## src/rtl/rv_ifetch.sv

```systemverilog
// Instruction fetch stage: credit-limited in-order word requests, a pending-PC queue matching
// responses to addresses, and an instruction FIFO with a registered output stage.
module rv_ifetch #(
  parameter logic [31:0] RESET_PC   = 32'h0000_0000,
  parameter int unsigned FIFO_DEPTH = 4
) (
  input  logic        clk,
  input  logic        rst,
  output logic        imem_req_valid,
  output logic [31:0] imem_req_addr,
  input  logic        imem_req_ready,
  input  logic        imem_rsp_valid,
  input  logic [31:0] imem_rsp_data,
  input  logic        redirect_valid,
  input  logic [31:0] redirect_pc,
  output logic        inst_valid,
  output logic [31:0] inst,
  output logic [31:0] inst_pc,
  input  logic        inst_ready
);
  localparam int unsigned AW = $clog2(FIFO_DEPTH);
  localparam int unsigned CW = AW + 1;

  logic [31:0]   pc_q, pc_d;
  logic [CW-1:0] pend_q, pend_d, drop_q, drop_d, stor_cnt_q, stor_cnt_d;
  logic [AW-1:0] pq_wr_q, pq_wr_d, pq_rd_q, pq_rd_d;
  logic [AW-1:0] st_wr_q, st_wr_d, st_rd_q, st_rd_d;
  logic [31:0]   pq_mem_q  [FIFO_DEPTH];
  logic [31:0]   st_pc_q   [FIFO_DEPTH];
  logic [31:0]   st_data_q [FIFO_DEPTH];
  logic          inst_valid_q, inst_valid_d;
  logic [31:0]   inst_q, inst_d, inst_pc_q, inst_pc_d;

  logic          req_fire, rsp_fire, rsp_keep, out_pop, out_free, stor_pop, bypass, stor_push;
  logic [31:0]   credits_used, rsp_pc;
  logic          unused_redirect_lsb;

  assign unused_redirect_lsb = ^redirect_pc[1:0];

  // Credits cover both in-flight requests and every buffered instruction, output stage included.
  assign out_pop        = inst_valid_q && inst_ready;
  assign credits_used   = 32'(pend_q) + 32'(stor_cnt_q) + 32'(inst_valid_q) - 32'(out_pop);
  assign imem_req_valid = !rst && !redirect_valid && (credits_used < FIFO_DEPTH);
  assign imem_req_addr  = pc_q;
  assign req_fire       = imem_req_valid && imem_req_ready;

  assign rsp_pc    = pq_mem_q[pq_rd_q];
  assign rsp_fire  = imem_rsp_valid && (pend_q != '0);
  assign rsp_keep  = rsp_fire && (drop_q == '0) && !redirect_valid;
  assign out_free  = !inst_valid_q || inst_ready;
  assign stor_pop  = !redirect_valid && out_free && (stor_cnt_q != '0);
  assign bypass    = out_free && (stor_cnt_q == '0) && rsp_keep;
  assign stor_push = rsp_keep && !bypass;

  assign inst_valid = inst_valid_q;
  assign inst       = inst_q;
  assign inst_pc    = inst_pc_q;

  always_comb begin
    pc_d    = pc_q;
    pend_d  = pend_q + CW'(req_fire) - CW'(rsp_fire);
    drop_d  = drop_q;
    pq_wr_d = pq_wr_q + AW'(req_fire);
    pq_rd_d = pq_rd_q + AW'(rsp_fire);
    if (req_fire) pc_d = pc_q + 32'd4;
    if (redirect_valid) begin
      pc_d   = {redirect_pc[31:2], 2'b00};
      drop_d = pend_q - CW'(rsp_fire);
    end else if (rsp_fire && (drop_q != '0)) begin
      drop_d = drop_q - CW'(1);
    end
  end

  always_comb begin
    st_wr_d      = st_wr_q + AW'(stor_push);
    st_rd_d      = st_rd_q + AW'(stor_pop);
    stor_cnt_d   = stor_cnt_q + CW'(stor_push) - CW'(stor_pop);
    inst_valid_d = inst_valid_q;
    inst_d       = inst_q;
    inst_pc_d    = inst_pc_q;
    if (redirect_valid) begin
      st_wr_d      = '0;
      st_rd_d      = '0;
      stor_cnt_d   = '0;
      inst_valid_d = 1'b0;
    end else if (stor_pop) begin
      inst_valid_d = 1'b1;
      inst_d       = st_data_q[st_rd_q];
      inst_pc_d    = st_pc_q[st_rd_q];
    end else if (bypass) begin
      inst_valid_d = 1'b1;
      inst_d       = imem_rsp_data;
      inst_pc_d    = rsp_pc;
    end else if (out_free) begin
      inst_valid_d = 1'b0;
    end
  end

  always_ff @(posedge clk) begin
    if (rst) begin
      pc_q         <= RESET_PC;
      pend_q       <= '0;
      drop_q       <= '0;
      stor_cnt_q   <= '0;
      pq_wr_q      <= '0;
      pq_rd_q      <= '0;
      st_wr_q      <= '0;
      st_rd_q      <= '0;
      inst_valid_q <= 1'b0;
      inst_q       <= '0;
      inst_pc_q    <= '0;
    end else begin
      pc_q         <= pc_d;
      pend_q       <= pend_d;
      drop_q       <= drop_d;
      stor_cnt_q   <= stor_cnt_d;
      pq_wr_q      <= pq_wr_d;
      pq_rd_q      <= pq_rd_d;
      st_wr_q      <= st_wr_d;
      st_rd_q      <= st_rd_d;
      inst_valid_q <= inst_valid_d;
      inst_q       <= inst_d;
      inst_pc_q    <= inst_pc_d;
    end
  end

  always_ff @(posedge clk) begin
    if (req_fire) pq_mem_q[pq_wr_q] <= pc_q;
    if (stor_push) begin
      st_pc_q[st_wr_q]   <= rsp_pc;
      st_data_q[st_wr_q] <= imem_rsp_data;
    end
  end

  a_rsp_has_pending : assert property (@(posedge clk) disable iff (rst)
    imem_rsp_valid |-> (pend_q != '0));
  a_no_fifo_overflow : assert property (@(posedge clk) disable iff (rst)
    rsp_keep |-> ((32'(stor_cnt_q) + 32'(inst_valid_q)) < FIFO_DEPTH));

endmodule

```

## config.mk

```make
export PLATFORM = sky130hd
export DESIGN_NAME = rv_ifetch
export DESIGN_NICKNAME = d
export VERILOG_FILES = /design/src/rtl/rv_ifetch.sv
export SDC_FILE = /design/constraint.sdc
export NUM_CORES = 1
export LEC_CHECK = 0
export CAP_MARGIN = 5
export CORE_ASPECT_RATIO = 0.6
export CORE_MARGIN = 1
export CORE_UTILIZATION = 54
export CTS_BUF_LIST = sky130_fd_sc_hd__clkbuf_4 sky130_fd_sc_hd__clkbuf_8
export DETAILED_ROUTE_END_ITERATION = 16
export HOLD_SLACK_MARGIN = 0.05
export PLACE_DENSITY = 0.85
export REMOVE_ABC_BUFFERS = 1
export SLEW_MARGIN = 20
export SYNTH_ARGS = -nofsm -noshare
export SYNTH_HDL_FRONTEND = slang
export SYNTH_SLANG_ARGS = --single-unit
```

## constraint.sdc

```tcl
create_clock -name clk -period 6.9 [get_ports clk]
set_clock_uncertainty 0.15 [all_clocks]
set_input_delay 1.38 -clock clk [delete_from_list [all_inputs] [get_ports clk]]
set_output_delay 1.38 -clock clk [all_outputs]
set_load 0.1 [all_outputs]
```

==> impl_results.md, run 1 <==
* RSZ-0062 raised after global routing: false
* Synth area leaders: edfxtp_1, dfxtp_1, mux4_2
* R2r worst-path depth at 15
* Via count at 10854
* Clk sinks at 478
* Row count at 52
* Syn Area/Cell at about 17 µm²
* Antenna Nets Post-Route at 0
* Sequential share of power at 47.5%
* # placed instances at approximately 1700
* Register area share after synthesis at 70.2%
* Core area at ~34000 µm²
* GRT Util Overall at between 20% and 30%
* Hold path cells at 2
* Final hold violations at 0
* CTS tree: done
* Share of cells above drive strength 1 at a little under a fifth
* DR DRC count at 0
* Top FF cell, synth: edfxtp_1
* Worst Path Required at between 5 and 6 ns
* Clock Pin Slew Worst Setup and Hold Paths at 0.06 ns
* Beginning of the worst hold path: inst[29]
* Gr ovfl total at 0
* Most frequent cells in the layout: edfxtp_1, clkdlybuf4s50_1, dfxtp_1, mux4_2, nor2_1
* CP Class: in -> out
* Nature of the critical path endpoint: output port
* Global-route wire length before repair at 63800 µm
* Non-filler cells, final at around 1800
* Synthesis-to-layout area growth at 18.3%
* IR drop worst, VDD at about 0.2 mV
* Root buf cell: clkbuf_8
* Status: finished clean
* Async S/R FF share, synth at 0%
* Hpwl dp at about 24000 µm
* Max_cap viols at 0
* Post-layout min period at between 5 and 6 ns
* TNS Setup at 0 ns
* Port Buffers at approximately 160
* Register-to-register setup slack at ~3.1 ns
* P_int at 0.00492 W
* Final number of setup-violating endpoints at 0
* Combinational share of power at about a fifth
* Max_slew headroom at 27.8%
* Post-synth top area share at 58.5%
* Post-CTS Setup Inserts at 0
* CP max FO at 4
* PnR Total Power at between 0.007 and 0.008 W
* Fmax at 195 MHz
* CTS H-Tree Depth at 3
* Cell variety after synth at 58
* Hold path endpoint: inst[29]
* Synth Instances at roughly 1100
* Initial Utilization at between 50 and 60%
* Die width at between 200 and 250 µm
* Final GP Congestion at between 0.7 and 0.8
* Vias in the first global route at around 11000
* PostCTS Resize Cnt at 0
* Longest Clk Path Bufs at 3
* Clock Latency Late Sink at 0.63 ns
* Pin count of the biggest net entering global routing at approximately 80
* IO Pins at around 170
* Max Slew Vio Count at 0
* Via density at ~6.0
* Drt initial violations at 931
* Number of synthesized flops with an enable pin at 368
* Switching share of power at between 30 and 40%
* Syn Std Cell Area at 18900 µm²
* Hold crit path type: reg -> reg
* Initial antenna violation count at 2
* Nets at 1394
* DR pass1 iterations at 6
* Reg2reg start: pend_q[1]
* Cell area power density at approximately 320 nW/µm²
* RR Endpoint: pend_q[2]
* Pleak at between 6 and 7 nW
* Tcrit/Tclk final at about three quarters
* Die Height at around 150 µm
* Clk pwr share at 31.3%
* Drt total wl at between 40000 and 50000 µm
* Post-synthesis register bit count at about 480
* YS warnings at 0
* Die area at about 36000 µm²
* Worst path arrival time at about 3.6 ns
* Hold Worst Slack at ~0.35 ns
* Critical Path Start Type: input pin
* Worst-Margin Slew at between 1 and 1.5 ns
* Synth area leader: edfxtp_1
* Cts hold-fix bufs at 0
* CP Launch Point: inst_ready
* Most common cell after layout, fill and taps aside: edfxtp_1
* Sw Pwr at 0.00223 W
* Routed wire per std cell at ~23 µm
* CTS Buf Count at approximately 70
## cell families (layout without fill, tap and decap cells)
kind of cell    Yosys count  count (layout)  share of synthesized area [%]
compound gates          151             151                           5.81
xor+xnor                 13              13                          0.603
fa+ha+maj                21              21                           1.47
buf+inv                  96             329                           2.19
flops                   478             478                           70.2
mux                     154             154                           14.3
other cells               1               6                         0.0199
simple gates            208             208                           5.50
## per-layer routing
metal	track usage (%)	routed length (µm)	up-vias
met5	0	0	-
met4	8.08	789	0
met3	5.32	3030	56
met2	36.5	19800	455
met1	33.7	18100	5504
li1	-	-	4839
## power groups by stage
stage	Clock, W	Sequential, W	Combinational [W]
2_1_floorplan	0	0.00404	0.000508
3_3_place_gp	0	0.00345	0.00148
3_5_place_dp	0	0.00346	0.00151
4_1_cts	0.00228	0.00340	0.00152
5_1_grt	0.00240	0.00341	0.00160
6_report	0.00224	0.00340	0.00152
## synth_stat cells (3+ instances only)
library cell / instances
o211ai_1: 11
buf_2: 30
and2_1: 8
nor2b_1: 7
mux2i_1: 62
mux4_2: 92
xnor2_1: 13
dfxtp_1: 110
buf_4: 4
a211oi_1: 65
nand3_1: 15
or4_1: 9
buf_1: 6
nand4_1: 5
o21ai_0: 6
inv_1: 23
nor2_1: 80
a221oi_1: 3
o311ai_1: 10
nand2_1: 38
ha_1: 19
nor3_1: 7
nand2b_1: 5
and3_1: 6
edfxtp_1: 368
clkbuf_1: 31
o31ai_1: 6
a22o_1: 3
or3_1: 11
nor3b_1: 4
o41ai_1: 3
a21oi_1: 12
a31oi_1: 18
## flip-flops by register name, indices dropped and copies added, names as in the netlist
| register | flops |
|---|---|
| pend_q | 3 |
| inst_valid | 1 |
| stor_cnt_q | 3 |
| drop_q | 3 |
| st_rd_q | 2 |
| st_data_q | 128 |
| pq_rd_q | 2 |
| pq_wr_q | 2 |
| st_wr_q | 2 |
| st_pc_q | 120 |
| pq_mem_q | 120 |
| inst | 32 |
| imem_req_addr | 30 |
| inst_pc | 30 |
## cell type report
type                    instances  area [µm²]
well taps                     459         574
clock buffers                 101        1220
repair buffers                179        1750
multi-input cells             551        5310
clock inverters                24         141
fillers                      2314       11700
inverters                      25        93.8
flip-flops and latches        478       13300
diodes                          2        5.00
## worst max path at each step
| stage | endpoint | slack (ns) | depth (start not counted) |
|---|---|---|---|
| 6_report | imem_req_valid | 1.76 | 11 |
| 3_5_place_dp | imem_req_valid | 1.78 | 11 |
| 4_1_cts | imem_req_valid | 1.78 | 11 |
| 3_3_place_gp | imem_req_valid | 1.81 | 11 |
| 2_1_floorplan | inst[0] | -3.78 | 3 |
| 5_1_grt | imem_req_valid | 1.60 | 11 |
## worst max-delay path, stage by stage
cell and delay (ns):
clkdlybuf4s50_1 0.49, and2_1 0.13, ha_1 0.13, inv_1 0.04, ha_1 0.29, a21oi_1 0.29, and2_1 0.23, nand2_1 0.07
o22ai_1 0.13, and2_1 0.14, buf_4 0.29
## through the flow
step | util, % | setup slack (ns) | instance area, µm²
after floorplan | - | -3.78 | 18600
after CTS | 65.6 | 1.78 | 22400
after detailed placement | 61.6 | 1.78 | 21000
final | 65.6 | 1.76 | 22400
after global placement | 61.5 | 1.81 | 21000
after global routing | 65.6 | 1.60 | 22400
No activity file was read; power rests on OpenSTA's default activity.
==> run 2: changes to the inputs <==
CORE_UTILIZATION = 60   (was 54)
PLACE_DENSITY = 0.9   (was 0.85)
clock period = 5.2 ns   (was 6.9 ns; I/O delays follow)
==> run 2 against run 1 <==
Register-to-register slack worse by 1.4 ns. Sequential share of layout area hardly changed. Non-clock buffer count is 5 higher. Global-route usage is 2.7 points higher. Core utilization is 7.8 points higher. Critical path type unchanged.
==> impl_results.md, run 2 (synthesis results as in run 1) <==
* Status: finished clean (unchanged)
* Pin count of the biggest net entering global routing at 87 (was 81)
* Critical-path cell list: clkdlybuf4s50_1, and2_1, ha_1, inv_1, ha_1, a21oi_1, and2_1, nand2_1, o22ai_1, and2_1, buf_12 (was clkdlybuf4s50_1, and2_1, ha_1, inv_1, ha_1, a21oi_1, and2_1, nand2_1, o22ai_1, and2_1, buf_4)
* Final Instance Area at 22400 µm² (about the same)
* Most common cell after layout, fill and taps aside: edfxtp_1 (unchanged)
* Initial Utilization at 62.0% (was 55.4%)
* R2r worst-path depth at 15 (unchanged)
* Most used cell, CP: and2_1 (unchanged)
* Gr ovfl total at 0 (unchanged)
* # placed instances at 1646 (was 1692)
* Sequential share of power at 47.6% (was 47.5%)
* Hold crit path type: reg -> reg (unchanged)
* CTS tree: done (unchanged)
* Worst Path Required at 4.01 ns (was 5.37 ns)
* Sw Pwr at 0.00294 W (was 0.00223 W)
* Beginning of the worst hold path: inst_pc[23] (was inst[29])
* Critical Path Start Type: input pin (unchanged)
* Max Slew Vio Count at 0 (unchanged)
* Initial antenna violation count at 0 (was 2)
* Post-layout min period at 4.40 ns
* Clock Latency Late Sink at 0.62 ns (was 0.63 ns)
* Port Buffers at 161 (unchanged)
* Register-to-register setup slack at 1.77 ns (was 3.13 ns)
* Crit. path cell count at 11 (unchanged)
* Registers with the most flip-flops: st_data_q x128, pq_mem_q x120, st_pc_q x120 (unchanged)
* Most flops, register: st_data_q (unchanged)
* Root buf cell: clkbuf_8 (unchanged)
* Number of diodes at 0 (was 2)
* Post-CTS Setup Inserts at 0 (unchanged)
* IO Pins at 168 (unchanged)
* Via density at 6.22 (was 5.97)
* RSZ-0062 raised after global routing: false (unchanged)
* Max FFs per register at 128 (unchanged)
* Nature of the critical path endpoint: output port (unchanged)
* PostCTS Resize Cnt at 0 (unchanged)
* Die width at 231 µm (was 243 µm)
* Die Height at 139 µm (was 147 µm)
* Worst-Margin Slew at 1.11 ns (was 1.08 ns)
* Switching share of power at 31.0% (was 31.2%)
* Worst path bufs/invs at 3 (unchanged)
* Reg2reg start: pend_q[1] (unchanged)
* Cts hold-fix bufs at 0 (unchanged)
* Share of cells above drive strength 1 at 18.9% (was 18.3%)
* Clk pwr share at 31.1% (was 31.3%)
* CP max FO at 4 (unchanged)
* Tcrit/Tclk final at ~85%
* Pleak at 7.02 nW (was 6.98 nW)
* Fmax at between 200 and 250 MHz
* Final GP Congestion at 0.824 (was 0.790)
* CP peak stage delay at 0.49 ns (about the same)
* Die area at 32200 µm² (was 35800 µm²)
* Max_cap viols at 0 (unchanged)
* DR DRC count at 0 (unchanged)
* Synthesis-to-layout area growth at 18.3% (about the same)
* Core area at 30500 µm² (was 34100 µm²)
* Longest Clk Path Bufs at 3 (unchanged)
* CTS H-Tree Depth at 3 (unchanged)
* Most frequent cells in the layout: edfxtp_1, clkdlybuf4s50_1, dfxtp_1, mux4_2, nor2_1 (unchanged)
* CP top delay family: buffers and inverters (unchanged)
* CTS Buf Count at 68 (unchanged)
* Hold path endpoint: inst_pc[23] (was inst[29])
* Clk sinks at 478 (unchanged)
* Cell area power density at 424 nW/µm² (was 320 nW/µm²)
* Combinational share of power at 21.3% (was 21.2%)
* Nets at 1399 (was 1394)
* Filler cells at 1779 (was 2314)
* Slowest CP cell: clkdlybuf4s50_1 (unchanged)
* Row count at 49 (was 52)
* DP Area at 21000 µm² (about the same)
* Drt initial violations at 1090 (was 931)
* P_int at 0.00654 W (was 0.00492 W)
* Routed wire per std cell at 23.3 µm (was 22.9 µm)
* Drt total wl at 41200 µm (was 41700 µm)
* DR pass1 iterations at 6 (unchanged)
* Global-route wire length before repair at 64000 µm (was 63800 µm)
* Vias in the first global route at 11356 (was 11011)
* Max_slew headroom at 25.6% (was 27.8%)
* Hold path cells at 2 (unchanged)
* Via count at 11016 (was 10854)
* Non-filler cells, final at 1771 (was 1819)
* Final hold violations at 0 (unchanged)
* Clock Pin Slew Worst Setup and Hold Paths at 0.07 ns (was 0.06 ns)
* Worst path arrival time at 3.21 ns (was 3.61 ns)
* Antenna Nets Post-Route at 0 (unchanged)
* CP Class: in -> out (unchanged)
* Hpwl dp at 24300 µm (was 24200 µm)
* GRT Util Overall at 26.3% (was 23.7%)
* IR drop worst, VDD at 0.297 mV (was 0.199 mV)
* Final number of setup-violating endpoints at 0 (unchanged)
* RR Endpoint: pend_q[2] (unchanged)
-- run 2: cell count changes in the layout (fill, tap and decap cells not counted), sizes merged --
cell / previous run / this run
clkbuf: 101 / 109
buf: 21 / 25
clkinvlp: 2 / 3
bufinv: 1 / 0
clkdlybuf4s50: 158 / 159
clkinv: 19 / 11
diode: 2 / 0
-- run 2: how the worst max path moves through the flow --
stage / startpoint / end
3_5_place_dp: inst_ready / pend_q[2]
2_1_floorplan: redirect_valid / inst[0]
6_report: inst_ready / imem_req_valid
4_1_cts: inst_ready / imem_req_valid
5_1_grt: inst_ready / imem_req_valid
3_3_place_gp: inst_ready / imem_req_valid
-- run 2: power by group through the flow --
stage	registers [W]	logic [W]	clock network (W)
after floorplan	0.00536	0.000674	0
after global placement	0.00458	0.00196	0
after detailed placement	0.00459	0.00202	0
after CTS	0.00451	0.00203	0.00299
after global routing	0.00453	0.00214	0.00315
final	0.00451	0.00202	0.00294
-- run 2: cell type report --
cell class	instances	area [µm²]	area share, %
Inverter	25	93.8	0.420
Sequential cell	478	13300	59.3
Tap cell	408	510	2.28
Clock inverter	16	86.3	0.386
Clock buffer	109	1280	5.73
Timing Repair Buffer	184	1830	8.18
Multi-Input combinational cell	551	5290	23.7
-- run 2: worst reg2reg max path: stages (launching register included) --
cell,delay (ns)
dfxtp_1,0.39
inv_1,0.12
ha_1,0.30
inv_1,0.04
ha_1,0.30
a21oi_1,0.30
and4_1,0.33
o21ai_2,0.10
ha_1,0.31
inv_1,0.06
ha_1,0.13
inv_1,0.05
fa_1,0.37
xnor2_1,0.18
xnor2_1,0.13
nor2_1,0.05
-- run 2: metal layers --
layer | GRT usage (%) | part of all wire [%] | up-vias
li1 | - | - | 4844
met1 | 37.4 | 42 | 5544
met2 | 40.7 | 48 | 545
met3 | 5.94 | 8.2 | 83
met4 | 9.34 | 2.1 | 0
met5 | 0 | 0 | -
-- run 2: through the flow --
stage	util (%)	setup TNS, ns	worst slack [ns]	power (W)	hold WS [ns]
after detailed placement	68.9	0	0.838	0.00661	0.342
after global routing	73.4	0	0.632	0.00982	0.366
after CTS	73.4	0	0.843	0.00954	0.351
after global placement	68.9	0	0.885	0.00654	0.337
after floorplan	-	-435.42	-5.14	0.00603	0.375
final	73.4	0	0.796	0.00948	0.346
==> run 3: changes to the inputs <==
CORE_UTILIZATION = 54   (was 60)
PLACE_DENSITY = 0.85   (was 0.9)
clock period = 3.7 ns   (was 5.2 ns; I/O delays follow)
==> run 3 against run 2 <==
Global-route usage is 2.5 points lower. Non-clock buffer count up 16. Highest routed layer is now met5. Power increased by 42%. Largest cell class unchanged. Critical path type is now reg -> out.
==> impl_results.md, run 3 (synthesis results as in run 1) <==
* Status: finished clean (unchanged)
* Slowest CP cell: dfxtp_1 (was clkdlybuf4s50_1)
* R2r worst-path depth at 15 (unchanged)
* CP peak stage delay at 0.39 ns (was 0.49 ns)
* Global-route wire length before repair at 64000 µm (about the same)
* Register-to-register setup slack at 0.46 ns (was 1.77 ns)
* Drt initial violations at 1132 (was 1090)
* Filler cells at 2314 (was 1779)
* PnR Total Power at 0.0134 W (was 0.00948 W)
* Pleak at 7.25 nW (was 7.02 nW)
* Via count at 11027 (was 11016)
* CTS tree: done (unchanged)
* Clk sinks at 478 (unchanged)
* Die area at 35800 µm² (was 32200 µm²)
* # placed instances at 1713 (was 1646)
* Final hold violations at 0 (unchanged)
* Hpwl dp at 25900 µm (was 24300 µm)
* Initial antenna violation count at 1 (was 0)
* Max FFs per register at 128 (unchanged)
* Share of cells above drive strength 1 at 23.8% (was 18.9%)
* Worst-Margin Slew at 1.01 ns (was 1.11 ns)
* Row count at 52 (was 49)
* Nets at 1415 (was 1399)
* Die Height at 147 µm (was 139 µm)
* CP Class: reg -> out (was in -> out)
* Initial Utilization at 55.4% (was 62.0%)
* Hold path endpoint: inst[7] (was inst_pc[23])
* RSZ-0062 raised after global routing: false (unchanged)
* Number of diodes at 0 (unchanged)
* CTS Buf Count at 68 (unchanged)
* Worst Path Required at 2.81 ns (was 4.01 ns)
* Final number of setup-violating endpoints at 0 (unchanged)
* GR peak layer: met2 (unchanged)
* Switching share of power at 30.9% (was 31.0%)
* Hold path cells at 2 (unchanged)
* DP Area at 21200 µm² (was 21000 µm²)
* Root buf cell: clkbuf_8 (unchanged)
* Core area at 34100 µm² (was 30500 µm²)
* Non-filler cells, final at 1838 (was 1771)
* Synthesis-to-layout area growth at 19.6% (was 18.3%)
* TNS Setup at 0 ns (unchanged)
* Cts hold-fix bufs at 0 (unchanged)
* Sequential share of power at 47.5% (was 47.6%)
* Via density at 6.00 (was 6.22)
* Clock Pin Slew Worst Setup and Hold Paths at 0.07 ns (about the same)
* Most frequent cells in the layout: edfxtp_1, dfxtp_1, clkdlybuf4s50_1, mux4_2, buf_4 (was edfxtp_1, clkdlybuf4s50_1, dfxtp_1, mux4_2, nor2_1)
* Met2 GRT Util at 38.2% (was 40.7%)
* Register area at 13300 µm² (about the same)
* Tcrit/Tclk final at ~96%
* Cell area power density at 595 nW/µm² (was 424 nW/µm²)
* DR pass1 iterations at 5 (was 6)
* Most flops, register: st_data_q (unchanged)
* Max Slew Vio Count at 0 (unchanged)
* Fmax at between 200 and 300 MHz
* DR DRC count at 0 (unchanged)
* Pin count of the biggest net entering global routing at 74 (was 87)
* Registers with the most flip-flops: st_data_q x128, pq_mem_q x120, st_pc_q x120 (unchanged)
* Hold crit path type: reg -> reg (unchanged)
* Port Buffers at 161 (unchanged)
* Final GP Congestion at 0.818 (was 0.824)
* Drt total wl at 42100 µm (was 41200 µm)
* Routed wire per std cell at 22.9 µm (was 23.3 µm)
* Nature of the critical path endpoint: output port (unchanged)
* Combinational share of power at 21.2% (was 21.3%)
* Vias in the first global route at 11208 (was 11356)
* Clock Latency Late Sink at 0.62 ns (about the same)
* Area of the multi-input gates at 5310 µm² (was 5290 µm²)
* CTS H-Tree Depth at 3 (unchanged)
* Longest Clk Path Bufs at 3 (unchanged)
* Most common cell after layout, fill and taps aside: edfxtp_1 (unchanged)
* Sw Pwr at 0.00416 W (was 0.00294 W)
* Antenna Nets Post-Route at 0 (unchanged)
* Critical-path cell list: inv_1, ha_1, inv_1, ha_1, a21oi_2, and2_4, nand2_1, o22ai_2, and2_4, buf_12 (was clkdlybuf4s50_1, and2_1, ha_1, inv_1, ha_1, a21oi_1, and2_1, nand2_1, o22ai_1, and2_1, buf_12)
* Reg2reg start: pend_q[1] (unchanged)
* Worst path arrival time at 2.65 ns (was 3.21 ns)
* M3 GR Usage at 4.90% (was 5.94%)
* Post-CTS Setup Inserts at 0 (unchanged)
* Clk pwr share at 31.3% (was 31.1%)
* Critical Path Start Type: flop (was input pin)
* Beginning of the worst hold path: inst[7] (was inst_pc[23])
* GRT Util Overall at 23.9% (was 26.3%)
* CP max FO at 4 (unchanged)
* IR drop worst, VDD at 0.466 mV (was 0.297 mV)
* Final Instance Area at 22600 µm² (was 22400 µm²)
* Max_cap viols at 0 (unchanged)
* RR Endpoint: pend_q[2] (unchanged)
* Post-layout min period at 3.54 ns
* Max_slew headroom at 32.7% (was 25.6%)
* P_int at 0.00928 W (was 0.00654 W)
* Die width at 243 µm (was 231 µm)
* IO Pins at 168 (unchanged)
* Gr ovfl total at 0 (unchanged)
* Met1 Usage GRT at 33.0% (was 37.4%)
run 3: worst max path at each step:
stage                           from             end  slack, ns  cells after the start
final                      pend_q[1]  imem_req_valid       0.16                     10
after global routing       pend_q[1]  imem_req_valid      0.008                     10
after CTS                 inst_ready  imem_req_valid      0.003                     11
after detailed placement  inst_ready       pend_q[2]      -0.26                     16
after global placement    inst_ready       pend_q[2]      -0.18                     16
after floorplan           inst_valid         inst[0]      -6.44                      4
run 3: critical path: cells and delay by family (launching register included):
family          cells  cell delay (ns)
compound gates      2             0.30
fa+ha+maj           2             0.62
buf+inv             3             0.32
flops               1             0.39
simple gates        3             0.40
run 3: layout make-up:
cell class | instances | share of cell area (%)
inverter | 25 | 0.416
clock inverter | 25 | 0.765
tap | 459 | 2.54
clock buffer | 100 | 5.40
sequential | 478 | 58.7
multi-input combinational | 551 | 23.5
timing repair buffer | 200 | 8.63
run 3: per-stage QoR:
stage	setup WS (ns)	utilization (%)	hold slack [ns]
4_1_cts	0.00326	66.2	0.349
6_report	0.160	66.2	0.349
2_1_floorplan	-6.44	-	0.375
3_3_place_gp	-0.178	62.1	0.337
3_5_place_dp	-0.256	62.1	0.340
5_1_grt	0.00766	66.2	0.369
run 3: power groups by stage:
| stage | Combinational, W | Sequential [W] | Clock (W) |
|---|---|---|---|
| 6_report | 0.00285 | 0.00638 | 0.00421 |
| 5_1_grt | 0.00301 | 0.00641 | 0.00451 |
| 4_1_cts | 0.00284 | 0.00638 | 0.00430 |
| 3_5_place_dp | 0.00283 | 0.00649 | 0 |
| 3_3_place_gp | 0.00276 | 0.00648 | 0 |
| 2_1_floorplan | 0.000948 | 0.00753 | 0 |
run 3: repair_timing:
item / in CTS / in global routing
pin swaps: 2 / 2
endpoints found under the setup margin: 1 / 1
gates resized for setup: 2 / 5
run 3: metal layers:
metal	wire, µm	up-vias
met4	864	2
li1	-	4894
met3	3240	74
met5	13	-
met2	20200	448
met1	17700	5609
